`config.mk`:
```
export PLATFORM = sky130hd
export DESIGN_NAME = gray_window_3x3_flat
export DESIGN_NICKNAME = d
export VERILOG_FILES = /design/src/rtl/gray_window_3x3_pkg.sv /design/src/rtl/gray_window_3x3_if.sv /design/src/rtl/gray_window_3x3_line_buffer.sv /design/src/rtl/gray_window_3x3.sv /design/src/flat_wrapper.sv
export SDC_FILE = /design/constraint.sdc
export NUM_CORES = 1
export LEC_CHECK = 0
export ABC_AREA = 1
export BUFFER_PORTS_ARGS = -buffer_cell sky130_fd_sc_hd__buf_2
export CAP_MARGIN = 20
export CORE_AREA = 2 2 165 167
export CTS_BUF_LIST = sky130_fd_sc_hd__clkbuf_8
export DETAILED_ROUTE_END_ITERATION = 8
export DIE_AREA = 0 0 167 169
export PLACE_DENSITY = 0.57
export SETUP_SLACK_MARGIN = 0.4
export SLEW_MARGIN = 20
export SYNTH_ARGS = -nofsm -noshare
export SYNTH_HDL_FRONTEND = slang
export SYNTH_SLANG_ARGS = --single-unit
```
`constraint.sdc`:
```
create_clock -name clk_i -period 10.67 [get_ports clk_i]
set_input_delay 0.5335 -clock clk_i [delete_from_list [all_inputs] [get_ports clk_i]]
set_output_delay 0.5335 -clock clk_i [all_outputs]
set_load 0.02 [all_outputs]
```
`src/rtl/gray_window_3x3_pkg.sv`:
```
// ---------------------------------------------------------------------------
// gray_window_3x3_pkg
// Purpose : Constants and types shared by the 3x3 window generator, its line
//           buffer, its interface and the bench.
// Contents: MAX_PIXEL_BITS - default gray pixel width
//           WIN_DIM/WIN_SIZE - window geometry (3x3 = 9 pixels)
//           px_t            - one gray pixel
//           win_idx()       - flat window index k = 3*r + c
// ---------------------------------------------------------------------------
package gray_window_3x3_pkg;

  localparam int MAX_PIXEL_BITS = 8;
  localparam int WIN_DIM        = 3;
  localparam int WIN_SIZE       = WIN_DIM * WIN_DIM;

  typedef logic [MAX_PIXEL_BITS-1:0] px_t;

  // r=0 is the oldest row, c=0 the oldest column, so k=8 is the newest pixel.
  function automatic int win_idx(input int r, input int c);
    return WIN_DIM * r + c;
  endfunction

endpackage

```
`src/rtl/gray_window_3x3_if.sv`:
```
// ---------------------------------------------------------------------------
// gray_window_3x3_if
// Purpose : Pixel-in / window-out signal bundle of the 3x3 window generator.
// Signals : start_i        frame restart (clears position counters)
//           px_rdy_i       in_pixel_i valid this cycle (one strobe per pixel)
//           in_pixel_i     gray pixel in raster order
//           window_o       packed 3x3 window, pixel k at [k*PX_BITS +: PX_BITS]
//           window_valid_o one-cycle pulse, window_o valid
//           frame_done_o   one-cycle pulse after the last pixel of a frame
// Modports: master - pixel source / window consumer side
//           slave  - the window generator itself
// ---------------------------------------------------------------------------
interface gray_window_3x3_if
  import gray_window_3x3_pkg::*;
#(
  parameter int PX_BITS = MAX_PIXEL_BITS
);

  logic                        start_i;
  logic                        px_rdy_i;
  logic [PX_BITS-1:0]          in_pixel_i;
  logic [WIN_SIZE*PX_BITS-1:0] window_o;
  logic                        window_valid_o;
  logic                        frame_done_o;

  modport master (
    output start_i,
    output px_rdy_i,
    output in_pixel_i,
    input  window_o,
    input  window_valid_o,
    input  frame_done_o
  );

  modport slave (
    input  start_i,
    input  px_rdy_i,
    input  in_pixel_i,
    output window_o,
    output window_valid_o,
    output frame_done_o
  );

endinterface

```
`src/rtl/gray_window_3x3_line_buffer.sv`:
```
// ---------------------------------------------------------------------------
// gray_window_3x3_line_buffer
// Purpose : One line of delay for the window generator: a DEPTH-deep,
//           WIDTH-bit shift register that only moves when en_i is high.
//           With DEPTH = image width, dout_o is the pixel directly above the
//           one currently presented on din_i.
// Ports   : clk_i  clock
//           en_i   shift enable (pixel accepted)
//           din_i  pixel entering the line
//           dout_o pixel accepted DEPTH enables ago
// Contents are not reset: stale data is never used in a valid window.
// ---------------------------------------------------------------------------
module gray_window_3x3_line_buffer #(
  parameter int DEPTH = 16,
  parameter int WIDTH = 8
) (
  input  logic             clk_i,
  input  logic             en_i,
  input  logic [WIDTH-1:0] din_i,
  output logic [WIDTH-1:0] dout_o
);

  logic [WIDTH-1:0] r_sr [DEPTH];

  always_ff @(posedge clk_i) begin
    if (en_i) begin
      r_sr[0] <= din_i;
      for (int i = 1; i < DEPTH; i++) begin
        r_sr[i] <= r_sr[i-1];
      end
    end
  end

  assign dout_o = r_sr[DEPTH-1];

endmodule

```
`src/rtl/gray_window_3x3.sv`:
```
// ---------------------------------------------------------------------------
// gray_window_3x3
// Purpose : Sliding 3x3 window generator. Takes a raster-order gray pixel
//           stream, keeps the two previous lines in shift-register line
//           buffers and emits a full 3x3 neighbourhood for every interior
//           pixel; border pixels produce no window, so the output image is
//           (IMG_WIDTH-2) x (IMG_HEIGHT-2).
// Ports   : clk_i    clock, rising edge
//           nreset_i synchronous reset, active low
//           px_if    gray_window_3x3_if.slave (start/pixel in, window out)
// Params  : PX_BITS bits per pixel, IMG_WIDTH / IMG_HEIGHT frame size (>= 3)
// ---------------------------------------------------------------------------
module gray_window_3x3
  import gray_window_3x3_pkg::*;
#(
  parameter int PX_BITS    = MAX_PIXEL_BITS,
  parameter int IMG_WIDTH  = 16,
  parameter int IMG_HEIGHT = 16
) (
  input  logic             clk_i,
  input  logic             nreset_i,
  gray_window_3x3_if.slave px_if
);

  localparam int COL_W = $clog2(IMG_WIDTH);
  localparam int ROW_W = $clog2(IMG_HEIGHT);

  localparam logic [COL_W-1:0] COL_LAST = COL_W'(IMG_WIDTH - 1);
  localparam logic [ROW_W-1:0] ROW_LAST = ROW_W'(IMG_HEIGHT - 1);
  localparam logic [COL_W-1:0] COL_TWO  = COL_W'(2);
  localparam logic [ROW_W-1:0] ROW_TWO  = ROW_W'(2);

  logic [COL_W-1:0]   r_col;
  logic [ROW_W-1:0]   r_row;
  logic               r_valid;
  logic               r_done;
  logic [PX_BITS-1:0] r_win [WIN_SIZE];

  logic               w_accept;
  logic               w_col_last;
  logic               w_row_last;
  logic               w_interior;
  logic [PX_BITS-1:0] w_lb0_out;
  logic [PX_BITS-1:0] w_lb1_out;
  logic [PX_BITS-1:0] w_new_col [WIN_DIM];

  // start_i wins over px_rdy_i: a pixel presented with start is dropped.
  assign w_accept   = px_if.px_rdy_i && !px_if.start_i;
  assign w_col_last = (r_col == COL_LAST);
  assign w_row_last = (r_row == ROW_LAST);
  assign w_interior = (r_row >= ROW_TWO) && (r_col >= COL_TWO);

  // LB0 delays by one line (row-1), LB1 chains off LB0 for row-2.
  gray_window_3x3_line_buffer #(
    .DEPTH (IMG_WIDTH),
    .WIDTH (PX_BITS)
  ) u_lb0 (
    .clk_i  (clk_i),
    .en_i   (w_accept),
    .din_i  (px_if.in_pixel_i),
    .dout_o (w_lb0_out)
  );

  gray_window_3x3_line_buffer #(
    .DEPTH (IMG_WIDTH),
    .WIDTH (PX_BITS)
  ) u_lb1 (
    .clk_i  (clk_i),
    .en_i   (w_accept),
    .din_i  (w_lb0_out),
    .dout_o (w_lb1_out)
  );

  // Incoming right-hand column, top (oldest row) to bottom (current row).
  assign w_new_col[0] = w_lb1_out;
  assign w_new_col[1] = w_lb0_out;
  assign w_new_col[2] = px_if.in_pixel_i;

  // Window registers: shift one column left on every accept. start_i does
  // not touch them, so window_o keeps its last value across a restart.
  always_ff @(posedge clk_i) begin
    if (!nreset_i) begin
      for (int k = 0; k < WIN_SIZE; k++) begin
        r_win[k] <= '0;
      end
    end else if (w_accept) begin
      for (int r = 0; r < WIN_DIM; r++) begin
        for (int c = 0; c < WIN_DIM - 1; c++) begin
          r_win[win_idx(r, c)] <= r_win[win_idx(r, c + 1)];
        end
        r_win[win_idx(r, WIN_DIM - 1)] <= w_new_col[r];
      end
    end
  end

  // Position counters and output pulses. Validity is decided from the
  // position of the pixel being accepted, so the pulse lands one cycle later
  // together with the window it completes. Gating on row>=2 also guarantees
  // that line-buffer contents from a previous frame are never exposed.
  always_ff @(posedge clk_i) begin
    if (!nreset_i) begin
      r_col   <= '0;
      r_row   <= '0;
      r_valid <= 1'b0;
      r_done  <= 1'b0;
    end else if (px_if.start_i) begin
      r_col   <= '0;
      r_row   <= '0;
      r_valid <= 1'b0;
      r_done  <= 1'b0;
    end else begin
      r_valid <= w_accept && w_interior;
      r_done  <= w_accept && w_row_last && w_col_last;
      if (w_accept) begin
        if (w_col_last) begin
          r_col <= '0;
          r_row <= w_row_last ? '0 : r_row + 1'b1;
        end else begin
          r_col <= r_col + 1'b1;
        end
      end
    end
  end

  genvar gi;
  generate
    for (gi = 0; gi < WIN_SIZE; gi++) begin : g_pack
      assign px_if.window_o[gi*PX_BITS +: PX_BITS] = r_win[gi];
    end
  endgenerate

  assign px_if.window_valid_o = r_valid;
  assign px_if.frame_done_o   = r_done;

endmodule

```
`src/flat_wrapper.sv`:
```
// flat-port wrapper written by rule: the top's interface ports become plain ports
module gray_window_3x3_flat import gray_window_3x3_pkg::*;
#(
  parameter int PX_BITS    = MAX_PIXEL_BITS,
  parameter int IMG_WIDTH  = 16,
  parameter int IMG_HEIGHT = 16
)
  (clk_i, nreset_i, px_if_start_i, px_if_px_rdy_i, px_if_in_pixel_i, px_if_window_o, px_if_window_valid_o, px_if_frame_done_o);
  gray_window_3x3_if #(.PX_BITS(PX_BITS)) px_if_i ();
  input  logic clk_i;
  input  logic nreset_i;
  input wire logic [$bits(px_if_i.start_i)-1:0] px_if_start_i;
  input wire logic [$bits(px_if_i.px_rdy_i)-1:0] px_if_px_rdy_i;
  input wire logic [$bits(px_if_i.in_pixel_i)-1:0] px_if_in_pixel_i;
  output wire logic [$bits(px_if_i.window_o)-1:0] px_if_window_o;
  output wire logic [$bits(px_if_i.window_valid_o)-1:0] px_if_window_valid_o;
  output wire logic [$bits(px_if_i.frame_done_o)-1:0] px_if_frame_done_o;
  assign px_if_i.start_i = px_if_start_i;
  assign px_if_i.px_rdy_i = px_if_px_rdy_i;
  assign px_if_i.in_pixel_i = px_if_in_pixel_i;
  assign px_if_window_o = px_if_i.window_o;
  assign px_if_window_valid_o = px_if_i.window_valid_o;
  assign px_if_frame_done_o = px_if_i.frame_done_o;
  gray_window_3x3 #(.PX_BITS(PX_BITS), .IMG_WIDTH(IMG_WIDTH), .IMG_HEIGHT(IMG_HEIGHT)) u_core (.clk_i(clk_i), .nreset_i(nreset_i), .px_if(px_if_i));
endmodule
```
-- Yosys cells after proc, flatten, opt, wreduce, memory -nomap -nowiden
Memories as Yosys holds them, arrays and structs flattened.
Index checks and enable logic that the tools add are counted.
- $add $sub $neg: 2
- magnitude comparators: 2
- eq/ne operators: 2
- mux-type cells: 16
- bitwise operators: 10
- reduce and logical (&&, ||, !) cells: 8
- operator list (cell ; count):
    $mux W8 ; 9
    $or A1 B1 Y1 ; 9
    $add A4 B1 Y4 const B ; 2
    $eq A4 B4 Y1 const B ; 2
    $ge A4 B2 Y1 const B ; 2
    $mux W4 ; 2
    $logic_and A1 B1 Y1 ; 5
    $mux W1 ; 5
    $reduce_and A2 Y1 ; 1
    $reduce_or A2 Y1 ; 1
    $logic_not A1 Y1 ; 1
    $not A1 Y1 ; 1
- register bits after elaboration: 10
- memory bits (writable): 328
- input bits: 12
- word-level logic and storage cells: 47
- memories kept: 3
- memory list (memory ; depth ; width ; read ports ; clocked after memory_dff ; write ports ; line ; source):
    u_core.u_lb0.r_sr ; 16 ; 8 ; 16 ; 0 ; 16 ; gray_window_3x3_line_buffer.sv:23 ; logic [WIDTH-1:0] r_sr [DEPTH];
    u_core.u_lb1.r_sr ; 16 ; 8 ; 16 ; 0 ; 16 ; gray_window_3x3_line_buffer.sv:23 ;
    u_core.r_win ; 9 ; 8 ; 9 ; 0 ; 9 ; gray_window_3x3.sv:37 ; logic [PX_BITS-1:0] r_win [WIN_SIZE];

-- Longest topological paths before layout
Gate-level depths: netlist of the first run.
- depth in word-level cells: 6
- mapped depth: 7
- depth with buffers taken out: 7

-- Hierarchy
Synthesis of the first run repeated with hierarchy kept, for this count alone.
- cells, all modules: 571
- area, all modules: 11143.2 um^2
- by module, submodules not included (module ; instances ; cells an instance ; area an instance (um^2) ; seq. area each (um^2)):
    gray_window_3x3_line_buffer ; 2 ; 136 ; 3903.7 ; 3843.7
    gray_window_3x3 ; 1 ; 299 ; 3335.7 ; 2362.3

-- Least setup slack after synthesis of the first run
Ideal clock, no wire load.
- path kind: in2reg
- start: in px_if_start_i
- end: reg u_core.r_row[2]
- setup time: 119 ps
- data arrival time: 4058 ps
- setup slack: 6493 ps
- stages: 6
- cells stage by stage: inv_1 > nand2_2 > inv_2 > nand2_1 > nand2_1 > a21oi_1
- word-level cells in the longest chain between the ends: 3
- elaborated cells between the ends (all ways): 4
- classes of those cells: reduce/logical (4)
- ends and longest elaborated chain (item ; line ; source):
    from (decl) ; flat_wrapper.sv:12 ; input wire logic [$bits(px_if_i.start_i)-1:0] px_if_start_i;
    $logic_not A1 Y1 ; gray_window_3x3.sv:48 ; assign w_accept = px_if.px_rdy_i && !px_if.start_i;
    $logic_and A1 B1 Y1 ; gray_window_3x3.sv:48 ;
    via u_core.u_lb0.en_i ; gray_window_3x3_line_buffer.sv:18 ; input logic en_i,
    $reduce_and A2 Y1 (no line) ; -- ;
    to (signal assigned) ; gray_window_3x3.sv:117 ; r_row <= w_row_last ? '0 : r_row + 1'b1;
    to (decl) ; gray_window_3x3.sv:34 ; logic [ROW_W-1:0] r_row;
The timed path passes the listed nets, and every way through them passes these cells.
A chain may end at the register's enable or synchronous reset.

==> results by stage, run 1 <==
Floorplan:
- The overall die area is roughly 28,000 sq um.
- The number of top-level design ports is 86.
- The area of the core is 26,500 sq um.
- In this run the horizontal extent of the chip is 167 microns.
- The effective utilization at floorplan is between 40% and 50%.
- The height of the chip is about 170 microns.
- Row generation in the floorplan step produced 60 rows.

Cells and area:
- Cells with a size suffix above 1 make up roughly 22% of the layout.
- For this run, the post-layout net count is 705.
- The number of fill cells in the layout is around 2,200.
- The share of the core filled with cells is between 40% and 50%.
- The antenna diode count is 0.
- The layout overhead on the synthesized area is 16.1%.

Setup path:
- The kind of cell adding the most delay to the critical path is buffers and inverters.
- The maximum net fanout on the critical path is around 100.
- Traced cell by cell, the critical path runs through buf_2, inv_1, nand2_2, inv_8, buf_4, buf_4.
- For the worst setup path, the data arrival time is between 2 and 3 ns.
- The maximum cell stage delay along the critical path is about 0.76 ns.
- Data on the critical path is required at its endpoint by ~11 ns.
- The critical path buffer and inverter count is 5.
- The library cell appearing most often on the critical path is sky130_fd_sc_hd__buf_4.
- The cell with the biggest individual delay on the critical path is sky130_fd_sc_hd__buf_4.
- The kind of launch point of the worst setup path is an input pin.
- The worst setup path is captured at a flop.
- The category of the critical setup timing path is input pin to flop.

Yosys:
- The post-synthesis average cell area is 19.8 sq um.
- The post-synthesis register bit count is about 340.
- Counting every instance in the synthesized netlist gives ~560.
- The number of enable flip-flop cells after synthesis is between 300 and 400.
- The number of nets produced by synthesis is around 570.
- Counting flops with an async set or reset pin after synthesis yields a share of 0%.
- For this run, the register share of the synthesized area comes to 91.4%.
- Ranked by instance count, the synthesized netlist is headed by sky130_fd_sc_hd__edfxtp_1, sky130_fd_sc_hd__nor2_1, sky130_fd_sc_hd__inv_1.
- The most instantiated flip-flop cell in the synthesis netlist is sky130_fd_sc_hd__edfxtp_1.
- Yosys instantiated no cell more often than sky130_fd_sc_hd__edfxtp_1.
- The area share of the largest cell type after synthesis is roughly 90%.
- By area the synthesized netlist is led by sky130_fd_sc_hd__edfxtp_1, sky130_fd_sc_hd__nor2_1, sky130_fd_sc_hd__inv_1.
- Summing every instance area after synthesis gives 11,000 sq um.
- The number of distinct library cell variants in the gate-level netlist after synthesis is 18.
- The count of yosys warnings during synthesis is 0.
- The largest area contributor in the netlist is sky130_fd_sc_hd__edfxtp_1.

Status:
- The run finished with clean final reports.

Global route:
- The number of global-route vias before repair is 4,880.
- The first global-routing pass estimated roughly 25,000 microns of wire.
- Across every metal layer, demand over resource in global routing totals roughly 11%.
- Entering global routing, the biggest net connects 103 pins.
- After global routing the overflow that remains totals 0.
- The initial antenna violation count is 0.

Timing:
- Setup repair after global routing left no endpoint under its margin.
- The clock skew is 0.0235 ns.
- The worst path in the final design needs a cycle of 2.56 ns, including I/O delays and setup.
- The setup violation total in the final timing report is 0.
- The count of endpoints failing hold in the final timing report is 0.
- The final-report max-slew violation count is 0.
- The slew at the pin closest to its max-slew limit is between 1 and 1.5 ns.
- The aggregate negative setup slack is 0 ns.
- The upper clock frequency limit is 0.391 GHz.
- After layout, the worst path uses 24.0% of the clock period.
- The worst slew slack as a fraction of its limit is between 30% and 40%.

Routing:
- The total detailed-routing wirelength is ~15,000 microns.
- Using the TritonRoute via totals, the vias-per-cell ratio works out to 4.48.
- The routed layout has 4,761 vias.
- Before antenna repair, the detailed router went through 4 iterations.
- The number of DRC violations after detailed-routing iteration 0 is between 400 and 500.
- For this run, design rule violations remaining after detail routing come to 0.
- The count of nets left with antenna violations after detail routing is 0.
- The routed length per instance is between 10 and 15 microns.

Clock tree:
- TritonCTS built the clock tree.
- Clock-pin slew was measured on the worst setup and hold paths at 0.06 ns.
- Hold repair after CTS inserted 0 buffers.
- The longest clock path from root to sink contains 3 buffers.
- The clock insertion delay at the later pin of the skew report is between 0.5 and 0.6 ns.
- The number of clock buffers added by TritonCTS is 51.
- In this run the number of H-tree levels came out at 2.
- The tree is rooted in a sky130_fd_sc_hd__clkbuf_8.
- The number of clock sinks is ~340.
- In this run, post-CTS repair resized a total of 0 instances.
- Post-CTS timing repair inserted 0 buffers for setup.

Place:
- At the end of routability-driven placement, the weighted congestion stood at between 0.7 and 0.8.
- The count of buffers from port buffering is between 80 and 90.
- Detailed placement ended at an HPWL of approximately 8000 microns.

Power:
- IR analysis of the VDD net gives a maximum drop of ~0.1 mV.
- The areal power density over the cells is around 200 nW/um^2.
- Summed over all cells, the static leakage comes to around 4.7 nW.
- The total power is 2.60 mW.

Run:
- Max-cap violations in this run came to 0.

Min path:
- The class of the worst hold path is input pin to flop.
[per-layer routing]
layer	vias to the layer above	GRT usage (%)	share of wire (%)
met4	0	5.28	2.5
met5	-	0	0
li1	2231	-	-
met1	2339	14.4	46
met2	149	16.4	45
met3	42	3.04	6.1
[worst paths after layout]
kind                                           start                            endpoint  cells after the start  slack (ns)
hold reg to reg   u_core.u_lb0.r_sr[1][17]$_DFFE_PP_  u_core.u_lb0.r_sr[1][25]$_DFFE_PP_                      0        0.40
hold / removal                   px_if_in_pixel_i[6]   u_core.u_lb0.r_sr[0][6]$_DFFE_PP_                      1        0.17
setup reg to reg        u_core.r_col[1]$_SDFFE_PP0P_        u_core.r_row[2]$_SDFFE_PP0P_                      6        9.36
setup / recovery                       px_if_start_i  u_core.u_lb0.r_sr[0][47]$_DFFE_PP_                      6        8.11
[cells in the final DEF (no fill, tap or decap)]
master,n
sky130_fd_sc_hd__nand3_1,6
sky130_fd_sc_hd__clkinv_2,5
sky130_fd_sc_hd__a21oi_1,6
sky130_fd_sc_hd__edfxtp_1,328
sky130_fd_sc_hd__buf_4,2
sky130_fd_sc_hd__clkbuf_8,54
sky130_fd_sc_hd__nand2_4,2
sky130_fd_sc_hd__inv_6,1
sky130_fd_sc_hd__clkinvlp_4,2
sky130_fd_sc_hd__nor4_1,1
sky130_fd_sc_hd__inv_1,92
sky130_fd_sc_hd__inv_2,1
sky130_fd_sc_hd__o21ai_0,1
sky130_fd_sc_hd__nor3_1,1
sky130_fd_sc_hd__nand2_1,18
sky130_fd_sc_hd__nand2_2,2
sky130_fd_sc_hd__nand3_2,1
sky130_fd_sc_hd__buf_2,85
sky130_fd_sc_hd__nor2_1,83
sky130_fd_sc_hd__dfxtp_1,10
sky130_fd_sc_hd__clkinv_1,11
sky130_fd_sc_hd__buf_16,1
sky130_fd_sc_hd__nor2_4,1
sky130_fd_sc_hd__bufinv_16,2
sky130_fd_sc_hd__o21ai_1,1
sky130_fd_sc_hd__inv_8,1
sky130_fd_sc_hd__ha_1,4
[stage by stage]
step	hold WS, ns	instance area (sq um)	cells	worst slack, ns
floorplan	0.400	11000	555	6.49
global placement	0.403	11800	976	7.16
detailed placement	0.405	11800	976	6.96
CTS	0.136	12700	1062	7.58
global route	0.140	12800	1063	7.92
finish	0.172	12800	1063	8.11
[area by class of cell]
type	instances	area (sq um)	area share, %
clock inverter	32	191	1.50
sequential	338	10000	78.7
clock buffer	54	743	5.82
inverter	83	319	2.50
tap	341	427	3.34
multi-input combinational	127	567	4.44
timing repair buffer	88	468	3.67
[logic make-up after synthesis]
kind of cell	synth area share, %
DFF	91.4
and+or+nand+nor	4.27
buffers and inverters	3.55
AOI/OAI and AO/OA	0.364
adders and majority gates	0.455
[where the power goes]
group	switching, mW	internal (mW)
Combinational	0.0647	0.0185
Clock	0.464	0.514
Sequential	0.0182	1.52
[state kept, by name, indices dropped and copies added, names as in the netlist]
name and flops:
u_core.r_col 4, u_core.r_win 72, u_core.px_if.frame_done_o 1, u_core.px_if.window_valid_o 1, u_core.u_lb1.r_sr 128, u_core.r_row 4, u_core.u_lb0.r_sr 128
Note: power is estimated with default switching activity, not from simulation.
==> inputs of run 2 (changes only) <==
==> constraint.sdc (replaced) <==
create_clock -name clk_i -period 2.4 [get_ports clk_i]
set_input_delay 0.12 -clock clk_i [delete_from_list [all_inputs] [get_ports clk_i]]
set_output_delay 0.12 -clock clk_i [all_outputs]
set_load 0.02 [all_outputs]
==> results by stage, run 2 (same netlist as run 1, synthesis figures left out) <==
Global route:
- The remaining global-route overflow is 0 (unchanged).
- The pin count of the biggest net entering global routing is 71 (-31%).
- The number of global-route vias before repair is 5,047 (+3.4%).
- The global-route wire length before repair is 24,900 microns (+1.1%).
- The initial antenna violation count is 0 (unchanged).
- The overall routing resource usage is 11.0% (+0.20 points).

Routing:
- The detail-routed via count per cell is 4.44 (-0.80%).
- The vias after detailed routing is 4,825 (+1.3%).
- The total detailed-routing wirelength is 15,600 microns (+2.1%).
- The count of nets left with antenna violations after detail routing is 0 (unchanged).
- The remaining design rule violation count was 0 (unchanged).
- The number of detailed-routing iterations run before antenna repair is 4 (unchanged).
- The routed length per instance is 14.4 microns (about the same).
- The number of DRC violations after detailed-routing iteration 0 is 323 (-20%).

Setup path:
- The worst setup path is launched from an input pin.
- The worst reg-to-reg path cell count was 7 (+1).
- The worst register-to-register path begins at u_core.r_col[1]$_SDFFE_PP0P_.
- The arrival time of data at the critical path endpoint was 1.82 ns (-0.91 ns).
- The maximum cell stage delay along the critical path is 0.53 ns (-0.23 ns).
- The endpoint required time on the critical path was 2.59 ns (-8.25 ns).
- Among all stages on the critical path, the largest delay is contributed by sky130_fd_sc_hd__dlygate4sd3_1.
- The critical path buffer and inverter count was 5 (unchanged).
- The kind of end point of the critical path is a flop.
- The category of the critical setup timing path is input pin to flop.
- The maximum net fanout on the critical path is 70 (-31%).
- The critical path goes through dlygate4sd3_1, buf_2, inv_1, nand2_2, clkinv_8, buf_4.
- The worst register-to-register path ends at u_core.r_row[3]$_SDFFE_PP0P_.
- The logic depth of the worst path, buffers included came to 6 (unchanged).
- The setup slack on the worst flop-to-flop path was 1.09 ns (-8.27 ns).
- Grouping stages by cell kind, the critical path spends the most delay in buffers and inverters.

Status:
- The run finished with clean final reports.

Power:
- The areal power density over the cells is 882 nW/um^2 (+330%).
- The leakage dissipation is 4.84 nW (+2.2%).
- The clock power share is 36.7% (-1.0 points).
- The sequential cell fraction of total power was 59.8% (+0.7 points).
- The maximum resistive drop on vdd is 0.605 mV (+510%).
- The combinational power share is 3.5% (+0.3 points).
- The net switching power of the design is 2.41 mW (+340%).
- The cell-internal power was 9.00 mW (+340%).
- The switching share of power came to 21.1% (+0.048 points).

Timing:
- The count of endpoints failing hold in the final timing report is 0 (unchanged).
- The final clock period utilization by the worst path is between 60% and 70%.
- Setup repair after global routing left no endpoint under its margin.
- The tightest hold margin came to 0.101 ns (-0.0717 ns).
- The aggregate negative setup slack is 0 ns (unchanged).
- The worst setup margin came to 0.769 ns (-7.34 ns).
- The setup violation total in the final timing report is 0 (unchanged).
- The worst slew slack as a fraction of its limit was 68.8% (+36 points).
- The slew at the pin closest to its max-slew limit is 0.469 ns (-0.533 ns).
- The post-layout minimum cycle time is around 1.6 ns.
- The upper clock frequency limit is a little over 0.6 GHz.
- The clock skew is 0.0214 ns (-0.00209 ns).
- The final-report max-slew violation count is 0 (unchanged).

Cells and area:
- The area growth from synthesis to layout is 17.6%.
- In the layout the commonest cells are sky130_fd_sc_hd__edfxtp_1, sky130_fd_sc_hd__inv_1, sky130_fd_sc_hd__buf_2, sky130_fd_sc_hd__nor2_1, sky130_fd_sc_hd__clkbuf_8.
- The largest registers in the layout are u_core.u_lb0.r_sr x128, u_core.u_lb1.r_sr x128, u_core.r_win x72.
- The number of nets at the end of the flow is 721 (+2.3%).
- The final design instance area without fill is 12,900 sq um (+1.3%).
- Leaving out fill and tap cells, the most frequent cell in the layout is sky130_fd_sc_hd__edfxtp_1.
- The antenna diode count is 0 (unchanged).
- The share of cells above drive strength 1 is 21.9% (-0.28 points).

Clock tree:
- The total CTS buffers came to 52 (+2.0%).
- The post-CTS setup buffer count is 0 (unchanged).
- The clock transition at the registers of the reported paths is 0.06 ns (about the same).
- The number of clock sinks is 338 (unchanged).
- The TritonCTS clock tree is built.
- The root cell of the clock tree is sky130_fd_sc_hd__clkbuf_8.
- The clock insertion delay at the later pin of the skew report is 0.55 ns (about the same).
- The largest buffer count on any clock path is 3 (unchanged).
- The deepest level of the CTS H-tree is 2 (unchanged).

Min path:
- The number of cells on the worst hold path was 4 (+3).
- In this run the most critical hold path is launched from px_if_px_rdy_i.
- The destination of the worst hold path is u_core.r_col[0]$_SDFFE_PP0P_.
- The min-delay analysis places its worst path in the category input pin to flop.

Floorplan:
- The height of the chip was 169 microns (unchanged).
- The die boundary width is 167 microns (unchanged).
- The number of top-level design ports is 86 (unchanged).
- The area of the core is 26,500 sq um (unchanged).
- The site row count is 60 (unchanged).
- The effective utilization at floorplan is 41.5% (unchanged).
- The overall die area is 28,200 sq um (unchanged).

Place:
- The routability congestion estimate is 0.733 (+3.5%).
- The pre-CTS setup slack is 0.735 ns (-6.22 ns).
- The placed cell area is 11,900 sq um (+0.85%).
- The half-perimeter wire length after detailed placement is 8470 microns (+8.3%).
- The count of buffers from port buffering came to 85 (unchanged).

Run:
- The reported max-cap violation count was 0 (unchanged).
run 2: worst reg2reg max path, cell delays in order, from the launching register on:
cell and delay, ns:
sky130_fd_sc_hd__dfxtp_1 0.39, sky130_fd_sc_hd__ha_1 0.23, sky130_fd_sc_hd__nand3_2 0.14, sky130_fd_sc_hd__nor2_4 0.18, sky130_fd_sc_hd__nand2_1 0.09, sky130_fd_sc_hd__nand2_1 0.08
sky130_fd_sc_hd__nand2_1 0.06, sky130_fd_sc_hd__nor2_1 0.08
run 2: worst max path at each step:
| stage | from | end | slack (ns) |
|---|---|---|---|
| after floorplan | px_if_start_i | u_core.r_row[2]$_SDFFE_PP0P_ | 0.45 |
| after global placement | px_if_start_i | u_core.u_lb1.r_sr[1][60]$_DFFE_PP_ | 0.78 |
| after detailed placement | px_if_start_i | u_core.u_lb1.r_sr[1][28]$_DFFE_PP_ | 0.73 |
| after CTS | px_if_start_i | u_core.u_lb1.r_sr[1][47]$_DFFE_PP_ | 0.78 |
| after global routing | px_if_start_i | u_core.u_lb1.r_sr[1][31]$_DFFE_PP_ | 0.68 |
| final | px_if_start_i | u_core.u_lb1.r_sr[1][48]$_DFFE_PP_ | 0.77 |
run 2: final cells by class:
type,count,area [sq um]
clock inverter,41,198
inverter,83,324
sequential,338,10000
timing repair buffer,103,636
fill,2194,13600
clock buffer,53,729
multi-input combinational,127,567
tap,341,427
run 2: what timing repair did:
item,in CTS,in global routing
hold buffers,10,0
resized for setup,0,0
hold endpoints to repair,22,0
endpoints found under the setup margin,0,0
run 2: power by group through the flow:
stage	logic, mW	clock network [mW]	registers (mW)
6_report	0.395	4.19	6.82
4_1_cts	0.404	4.39	6.83
5_1_grt	0.433	4.65	6.84
3_3_place_gp	0.381	0	6.94
2_1_floorplan	0.145	0	7.02
3_5_place_dp	0.393	0	6.94
run 2: per-layer routing:
metal	up-vias	GRT usage, %	share of wire [%]
met5	-	0	0
met4	0	4.72	2.3
met3	38	3.30	6.2
met2	152	17.0	44
met1	2360	14.6	47
li1	2275	-	-
run 2: through the flow:
step           cells  util (%)  total power, mW
2_1_floorplan    555         -             7.16
3_3_place_gp     982      44.9             7.32
3_5_place_dp     982      44.9             7.34
4_1_cts         1086      48.8             11.6
5_1_grt         1086      48.8             11.9
6_report        1086      48.8             11.4
==> inputs of run 3 (changes only) <==
--- a/config.mk
+++ b/config.mk
@@ -12,7 +12,7 @@
 export CTS_BUF_LIST = sky130_fd_sc_hd__clkbuf_8
 export DETAILED_ROUTE_END_ITERATION = 8
 export DIE_AREA = 0 0 167 169
-export PLACE_DENSITY = 0.57
+export PLACE_DENSITY = 0.59
 export SETUP_SLACK_MARGIN = 0.4
 export SLEW_MARGIN = 20
 export SYNTH_ARGS = -nofsm -noshare
==> constraint.sdc (replaced) <==
create_clock -name clk_i -period 1.5 [get_ports clk_i]
set_input_delay 0.075 -clock clk_i [delete_from_list [all_inputs] [get_ports clk_i]]
set_output_delay 0.075 -clock clk_i [all_outputs]
set_load 0.02 [all_outputs]
==> results by stage, run 3 (same netlist as run 1, synthesis figures left out) <==
Status:
- The flow ran to the end, and the final reports show no timing, DRC or antenna violations.

Place:
- The count of buffers from port buffering is 85 (unchanged).
- The routability congestion estimate is 0.723 (-1.3%).
- The half-perimeter wire length after detailed placement came to 8300 microns (-2.0%).

Cells and area:
- The antenna diode count is 0 (unchanged).
- The share of the core filled with cells is 52.0% (+3.2 points).
- In the final layout, the registers with the most flip-flops are u_core.u_lb0.r_sr x128, u_core.u_lb1.r_sr x128, u_core.r_win x72.
- The most frequent standard cell in the layout excluding fill and tap cells is sky130_fd_sc_hd__edfxtp_1.
- In the layout the commonest cells are sky130_fd_sc_hd__edfxtp_1, sky130_fd_sc_hd__inv_1, sky130_fd_sc_hd__nor2_1, sky130_fd_sc_hd__buf_6, sky130_fd_sc_hd__clkbuf_8.
- The layout overhead on the synthesized area is 25.3%.
- The number of nets at the end of the flow came to 750 (+4.0%).
- The share of cells above drive strength 1 is 27.3% (+5.4 points).

Routing:
- The remaining design rule violation count is 0 (unchanged).
- The total detailed-routing wirelength is 15,600 microns (-0.22%).
- The count of nets left with antenna violations after detail routing is 0 (unchanged).
- The number of DRC violations after detailed-routing iteration 0 is 425 (+32%).
- The routed length per instance is 14.0 microns (-2.5%).
- The detail-routed via count per cell is 4.45 (+0.20%).
- The vias after detailed routing is 4,946 (+2.5%).
- The number of detailed-routing iterations run before antenna repair is 4 (unchanged).

Power:
- The leakage dissipation came to 5.12 nW (+5.8%).
- The maximum resistive drop on vdd came to 0.790 mV (+31%).
- The combinational power share is 4.5% (+1.0 points).
- The net switching power of the design is 3.96 mW (+64%).
- The cell-internal power was 14.9 mW (+65%).
- The areal power density over the cells is 1370 nW/um^2 (+55%).
- The clock power share was 37.4% (+0.7 points).
- The sequential cell fraction of total power is 58.0% (-1.8 points).
- The switching share of power was 21.0% (-0.12 points).

Setup path:
- The largest individual stage delay along the critical path comes from the cell sky130_fd_sc_hd__edfxtp_1.
- The startpoint identified for the worst register-to-register timing path is u_core.r_col[0]$_SDFFE_PP0P_.
- The arrival time of data at the critical path endpoint is 1.16 ns (-0.66 ns).
- The endpoint required time on the critical path is 1.42 ns (-1.17 ns).
- The kind of cell adding the most delay to the critical path is flip-flops.
- The start point of the critical path is u_core.r_win[0][42]$_SDFFCE_PN0P_.
- The maximum net fanout on the critical path is 2 (-97%).
- The worst setup path is launched from a flop.
- The maximum cell stage delay along the critical path was 0.44 ns (-0.09 ns).
- The worst setup path is captured at an output pin.
- By startpoint and endpoint, the worst setup path is classified as flop to output pin.
- The critical path buffer and inverter count was 1 (-4).
- Traced cell by cell, the critical path runs through buf_6.
- The setup slack on the worst flop-to-flop path is 0.38 ns (-0.71 ns).

Clock tree:
- The root cell of the clock tree is sky130_fd_sc_hd__clkbuf_8.
- The largest buffer count on any clock path is 3 (unchanged).
- The deepest level of the CTS H-tree came to 2 (unchanged).
- The clock transition at the registers of the reported paths is 0.06 ns (about the same).
- The number of clock sinks came to 338 (unchanged).
- The total CTS buffers is 52 (unchanged).
- The clock insertion delay at the later pin of the skew report is 0.56 ns (about the same).
- The TritonCTS clock tree is built.

Floorplan:
- The overall die area is 28,200 sq um (unchanged).
- The site row count is 60 (unchanged).
- The die boundary width is 167 microns (unchanged).
- The height of the chip is 169 microns (unchanged).
- The number of top-level design ports came to 86 (unchanged).
- The effective utilization at floorplan was 41.5% (unchanged).
- The area of the core is 26,500 sq um (unchanged).

Timing:
- Setup repair after global routing could not meet its margin everywhere.
- The clock skew is 0.0240 ns (+0.00261 ns).
- The aggregate negative setup slack is 0 ns (unchanged).
- The final clock period utilization by the worst path is between 80 and 90%.
- The clock period could shrink to between 1 and 1.5 ns.
- The final-report max-slew violation count is 0 (unchanged).
- Derived from the worst setup path, the maximum achievable clock frequency is slightly above 0.8 GHz.
- The worst slew slack as a fraction of its limit is 81.9% (+13 points).
- The count of endpoints failing hold in the final timing report is 0 (unchanged).
- The slew at the pin closest to its max-slew limit came to 0.270 ns (-0.198 ns).
- The setup violation total in the final timing report is 0 (unchanged).

Min path:
- The worst hold path begins at px_if_px_rdy_i.
- The class of the worst hold path is input pin to flop.

Global route:
- The pin count of the biggest net entering global routing is 47 (-34%).
- The initial antenna violation count is 0 (unchanged).
- The global-route wire length before repair is 25,300 microns (+1.6%).
- The number of global-route vias before repair is 5,042 (-0.099%).
- The remaining global-route overflow is 0 (unchanged).
- The overall routing resource usage came to 11.0% (+0.031 points).

Run:
- The reported max-cap violation count came to 0 (unchanged).
==> run 3: timing repair <==
action / 4_1_cts / 5_1_grt
endpoints found under the hold margin: 27 / 1
buffers inserted: 11 / 10
hold buffers: 11 / 1
endpoints found under the setup margin: 80 / 380
gates resized for setup: 105 / 46
pin swaps: 2 / 5
==> run 3: through the flow <==
| step | hold slack [ns] | cells | power (mW) | cell area, sq um | worst slack [ns] |
|---|---|---|---|---|---|
| after floorplan | 0.174 | 555 | 11.5 | 11100 | 0.335 |
| after global placement | 0.267 | 989 | 11.7 | 12100 | 0.315 |
| after detailed placement | 0.269 | 989 | 11.8 | 12100 | 0.252 |
| after CTS | -0.00866 | 1101 | 19.1 | 13600 | 0.207 |
| after global routing | 0.00915 | 1111 | 19.7 | 13800 | 0.206 |
| final | 0.0151 | 1111 | 18.8 | 13800 | 0.267 |
==> run 3: path summary, 6_finish.rpt <==
kind         cells past startpoint                            endpoint
max                              1                  px_if_window_o[42]
min                              3   u_core.r_win[0][46]$_SDFFCE_PN0P_
max reg2reg                      6        u_core.r_row[1]$_SDFFE_PP0P_
min reg2reg                      0  u_core.u_lb0.r_sr[1][63]$_DFFE_PP_
==> run 3: final cells by class <==
class | count | area (sq um)
well taps | 341 | 427
repair buffers | 132 | 1350
multi-input cells | 127 | 628
clock buffers | 52 | 716
fillers | 2105 | 12700
inverters | 83 | 344
flip-flops and latches | 338 | 10100
clock inverters | 38 | 248
==> run 3: power groups by stage <==
stage / clock network [mW] / registers, mW / logic, mW
4_1_cts: 7.35 / 10.9 / 0.813
3_3_place_gp: 0 / 11.1 / 0.661
2_1_floorplan: 0 / 11.2 / 0.240
5_1_grt: 7.77 / 11.0 / 0.922
6_report: 7.05 / 10.9 / 0.856
3_5_place_dp: 0 / 11.1 / 0.681
==> run 3: metal layers <==
metal  wire [microns]  up-vias  GRT usage (%)
li1                 -     2331              -
met5                0        -              0
met3             1010       45           3.48
met4              394        0           4.76
met2             7020      154           16.6
met1             7170     2416           14.9
